File: src/rtl/bilat_norm_acc.sv
// bilat_norm_acc: bilateral-filter normalizer, accumulates sum(w*p) and sum(w) per window then divides serially.
// Define BILAT_ROUND_EN for round-half-up division; otherwise the quotient is truncated.
module bilat_norm_acc #(
  parameter int TAPS = 121,
  parameter int WW   = 14,
  parameter int PW   = 8
) (
  input  logic          clk,
  input  logic          rst_n,
  input  logic          in_valid,
  output logic          in_ready,
  input  logic [WW-1:0] in_w,
  input  logic [PW-1:0] in_p,
  input  logic          in_last,
  output logic          out_valid,
  input  logic          out_ready,
  output logic [PW-1:0] out_pix,
  output logic          out_err
);
  localparam int CW = $clog2(TAPS + 1);
  localparam int NW = WW + PW + $clog2(TAPS);
  localparam int DW = WW + $clog2(TAPS);
  localparam int IW = $clog2(PW + 1);
  typedef enum logic [1:0] {ACC, LOAD, DIV, OUT} state_t;
  state_t          state_q;
  logic [NW-1:0]   num_q, rem_q, rem_d;
  logic [DW-1:0]   den_q;
  logic [DW+PW-2:0] dsh_q;
  logic [PW-1:0]   quo_q, ctr_q, out_pix_q;
  logic [CW-1:0]   tap_q;
  logic [IW-1:0]   it_q;
  logic            err_q, ovf_q, in_ready_q, out_valid_q, out_err_q;
  logic            take, last_tap, ge;
  assign take      = in_valid & in_ready_q;
  assign last_tap  = tap_q == CW'(TAPS - 1);
  assign ge        = rem_q >= NW'(dsh_q);
  assign in_ready  = in_ready_q;
  assign out_valid = out_valid_q;
  assign out_pix   = out_pix_q;
  assign out_err   = out_err_q;
`ifdef BILAT_ROUND_EN
  assign rem_d = num_q + NW'(den_q >> 1);
`else
  assign rem_d = num_q;
`endif
  always_ff @(posedge clk or negedge rst_n) begin
    if (!rst_n) begin
      state_q     <= ACC;
      num_q       <= '0;
      rem_q       <= '0;
      den_q       <= '0;
      dsh_q       <= '0;
      quo_q       <= '0;
      ctr_q       <= '0;
      out_pix_q   <= '0;
      tap_q       <= '0;
      it_q        <= '0;
      err_q       <= 1'b0;
      ovf_q       <= 1'b0;
      in_ready_q  <= 1'b1;
      out_valid_q <= 1'b0;
      out_err_q   <= 1'b0;
    end else begin
      case (state_q)
        ACC: if (take) begin
          num_q <= num_q + NW'(in_w) * NW'(in_p);
          den_q <= den_q + DW'(in_w);
          tap_q <= tap_q + 1'b1;
          if (tap_q == CW'(TAPS / 2)) ctr_q <= in_p;
          if (in_last != last_tap) err_q <= 1'b1;
          if (last_tap) begin
            in_ready_q <= 1'b0;
            state_q    <= LOAD;
          end
        end
        LOAD: begin
          rem_q   <= rem_d;
          dsh_q   <= {den_q, {(PW-1){1'b0}}};
          ovf_q   <= rem_d >= {den_q, {PW{1'b0}}};
          quo_q   <= '0;
          it_q    <= '0;
          state_q <= DIV;
        end
        // PW restoring steps with a shrinking divisor, then one edge to register the result
        DIV: if (it_q == IW'(PW)) begin
          out_pix_q   <= den_q == '0 ? ctr_q : ovf_q ? '1 : quo_q;
          out_err_q   <= err_q;
          out_valid_q <= 1'b1;
          state_q     <= OUT;
        end else begin
          if (ge) rem_q <= rem_q - NW'(dsh_q);
          quo_q <= {quo_q[PW-2:0], ge};
          dsh_q <= dsh_q >> 1;
          it_q  <= it_q + 1'b1;
        end
        OUT: if (out_ready) begin
          num_q       <= '0;
          den_q       <= '0;
          tap_q       <= '0;
          err_q       <= 1'b0;
          out_valid_q <= 1'b0;
          out_err_q   <= 1'b0;
          in_ready_q  <= 1'b1;
          state_q     <= ACC;
        end
        default: state_q <= ACC;
      endcase
    end
  end
endmodule

File: config.mk
export PLATFORM = sky130hd
export DESIGN_NAME = bilat_norm_acc
export DESIGN_NICKNAME = d
export VERILOG_FILES = /design/src/rtl/bilat_norm_acc.sv
export SDC_FILE = /design/constraint.sdc
export NUM_CORES = 1
export LEC_CHECK = 0
export BUFFER_PORTS_ARGS = -buffer_cell sky130_fd_sc_hd__buf_2
export CORE_ASPECT_RATIO = 0.7
export CORE_MARGIN = 8
export CORE_UTILIZATION = 45
export CTS_BUF_LIST = sky130_fd_sc_hd__clkbuf_16
export DETAILED_ROUTE_END_ITERATION = 6
export HOLD_SLACK_MARGIN = 0.08
export SYNTH_ARGS = -nofsm -noshare
export SYNTH_HDL_FRONTEND = slang
export SYNTH_SLANG_ARGS = --single-unit
File: constraint.sdc
create_clock -name clk -period 6.3 [get_ports clk]
set_input_delay 1.26 -clock clk [delete_from_list [all_inputs] [get_ports clk]]
set_output_delay 1.26 -clock clk [all_outputs]
set_load 0.01 [all_outputs]
==> summary.txt <==
Status -> finished clean
Diode count -> 0
RSZ-0062 raised after global routing -> false
Critical path capture point type -> flip-flop
Reg2Reg Depth -> 17
Ratio of cells with drive above 1 in the final layout -> 9.271%
Area grow syn2layout -> 8.754%
Placed cells -> 1,944
GPL Wtd Cong -> 0.9213
Total number of vias -> 10,660
Post-route DRC -> 0
Post-synth EDFFs -> 0
Hold_sp -> num_q[5]$_DFFE_PN0P_
Initial core utilization -> 45.73%
IO buf count -> 37
CP arrival -> 6.10 ns
Crit Path Max Fanout -> 15
Top-area cell type share of the netlist area -> 27.02%
Switching share of power -> 43.07%
Multi-input logic area -> 0.008992 mm^2
Initial antenna violation count -> 0
Final worst slack -> 0.5668 ns
Synth Flop Type -> dfrtp_1
Synth warnings -> 0
Clock power share -> 21.5%
Setup TNS -> 0 ns
Switch Pwr -> 1987 uW
Die height -> 162.0 um
Die Wd -> 224.6 um
CP Launch Type -> primary input
Logic gate share of total power -> 55.7%
Core box area -> 0.02997 mm^2
Worst r2r dst -> num_q[27]$_DFFE_PN0P_
Dpl hpwl -> 26.28 mm
Final hold viol count -> 0
Num ports -> 38
Ys async rst share -> 100.0%
Most instantiated cells after synthesis -> inv_1, nand2_1, dfrtp_1
Final Skew -> 0.01978 ns
Number of distinct library cells after synthesis -> 74
Site Rows -> 53
PD cells -> 309.4 mW/mm^2
Mapped cell area -> 0.01371 mm^2
Htree depth -> 4
Crit path required time -> 6.67 ns
Slew @ Worst Pin -> 1.168 ns
Post_cts resized -> 0
Min cycle time layout -> 5.733 ns
Max-slew violations -> 0
Max-cap check violation count -> 0
Mapped Nets -> 1,766
Routed WL -> 34.04 mm
Worst R2R Setup Slack -> 1.34 ns
Avg WL per Cell -> 17.23 um
Clock sink total -> 149
DIE AREA -> 0.03639 mm^2
Fin crit share -> 91.00%
Cell taking the most area after synthesis -> dfrtp_1
CTS Hold Buffers Added -> 0
Pre-CTS setup slack -> 0.1761 ns
Clk buf depth -> 2
R2r startpoint -> num_q[6]$_DFFE_PN0P_
First-pass GRT wire length -> 57.07 mm
DRT iter0 DRCs -> 639
Worst Hold Class -> reg2reg
Flop pwr share -> 22.8%
CTS buffer count -> 17
Post-DRT Antenna Nets -> 0
Total track usage -> 19.47%
Slew headroom -> 22.14%
Worst skew pair latency -> 0.45 ns
Post-Layout Cell Count -> 1,976
Peak Freq -> 174.4 MHz
Most frequent cell after synthesis -> inv_1
Total grt overflow -> 0
Setup bufs post-CTS -> 0
Mapped Cells -> 1,527
Fillers -> 2,884
Synth Register Bits -> 149
Vias in the first global route -> 10,820
FF+latch area -> 0.003730 mm^2
Largest cells by area after synthesis -> dfrtp_1, fa_1, ha_1, inv_1, nand2_1
Mapped Avg Cell Area -> 8.976 um^2
Vias/cell -> 5.396
VDD IR max -> 0.3003 mV
WHS -> 0.4843 ns
Worst hold path cell count -> 2
Cell-internal power -> 2626 uW
Final setup fails -> 0
Sequential area share after synthesis -> 27.21%
Nets -> 1,790
Hold worst-path end -> num_q[5]$_DFFE_PN0P_
CTS tree -> done
Clock transition at path regs -> 0.07 ns
Leakage -> 0.007305 uW
Crit path kind -> in2reg
Root buffer cell -> clkbuf_16
DRT Pass-1 Iters -> 5
Largest net degree at the start of global routing -> 63
## per-layer routing
metal	GRT usage (%)	routed length, um	vias to the layer above
met3	3.909	1582	22
met2	30.51	15120	197
met4	3.856	261	0
li1	-	-	5208
met5	0	0	-
met1	27.66	17070	5236
## power groups by stage
stage	clock, uW	combinational (uW)	sequential [uW]
6_report	992	2570	1050
5_1_grt	1050	2950	1060
4_1_cts	1020	2580	1050
3_5_place_dp	0	2560	1070
3_3_place_gp	0	2530	1070
2_1_floorplan	0	1990	1050
## critical path: stages
cell	delay (ns)
buf_2	0.26
nand2_1	0.13
fa_1	0.52
fa_1	0.56
inv_1	0.06
fa_1	0.53
inv_1	0.06
fa_1	0.53
inv_1	0.04
ha_1	0.32
o21ai_0	0.12
o21ai_0	0.37
a221oi_1	0.15
buf_4	0.17
o211ai_1	0.30
a41oi_1	0.21
or3_1	0.34
a21oi_1	0.15
## registers in the layout, indices dropped and copies added (netlist names), 7 cells and up
signal   count
dsh_q       28
out_pix      8
tap_q        7
ctr_q        8
quo_q        8
rem_q       29
den_q       21
num_q       29
## metrics by stage
step	total power (uW)	area (um^2)	utilization, %
3_5_place_dp	3625	14350	47.87
2_1_floorplan	3035	13710	-
6_report	4613	14910	49.73
4_1_cts	4651	14910	49.73
5_1_grt	5057	14910	49.73
3_3_place_gp	3600	14350	47.87
## cell families (layout without fill, tap and decap cells)
family	Yosys count	count (layout)	share of synthesized area (%)
buffers and inverters	263	300	7.394
DFF	149	149	27.21
muxes	67	67	5.514
and+or+nand+nor	457	457	16.55
xor gates and xnor gates	50	50	3.195
AOI/OAI and AO/OA	329	329	15.64
adders and majority gates	212	212	24.50
## layout by cell type, fill, tap and decap left out, drive strengths merged, types with 26 or more instances in the layout
cell type / instances
fa: 94
nor2: 65
o21ai: 102
mux2i: 32
and2: 77
nand3: 35
inv: 228
xnor2: 26
ha: 118
nand2: 170
mux2: 35
a21oi: 73
buf: 51
dfrtp: 148
## area by class of cell
type / count / area share, %
multi-input cells: 1115 / 60.32
flip-flops and latches: 149 / 25.02
inverters: 217 / 5.464
well taps: 412 / 3.458
clock buffers: 17 / 2.854
repair buffers: 51 / 1.989
clock inverters: 15 / 0.8897
## worst max-delay path by stage
stage / start / endpoint
4_1_cts: in_p[4] / num_q[27]$_DFFE_PN0P_
2_1_floorplan: in_p[1] / num_q[28]$_DFFE_PN0P_
5_1_grt: in_p[0] / num_q[24]$_DFFE_PN0P_
3_3_place_gp: in_p[0] / num_q[25]$_DFFE_PN0P_
6_report: in_p[7] / num_q[27]$_DFFE_PN0P_
3_5_place_dp: in_p[4] / num_q[27]$_DFFE_PN0P_
Power figures use the tool's default switching activity.
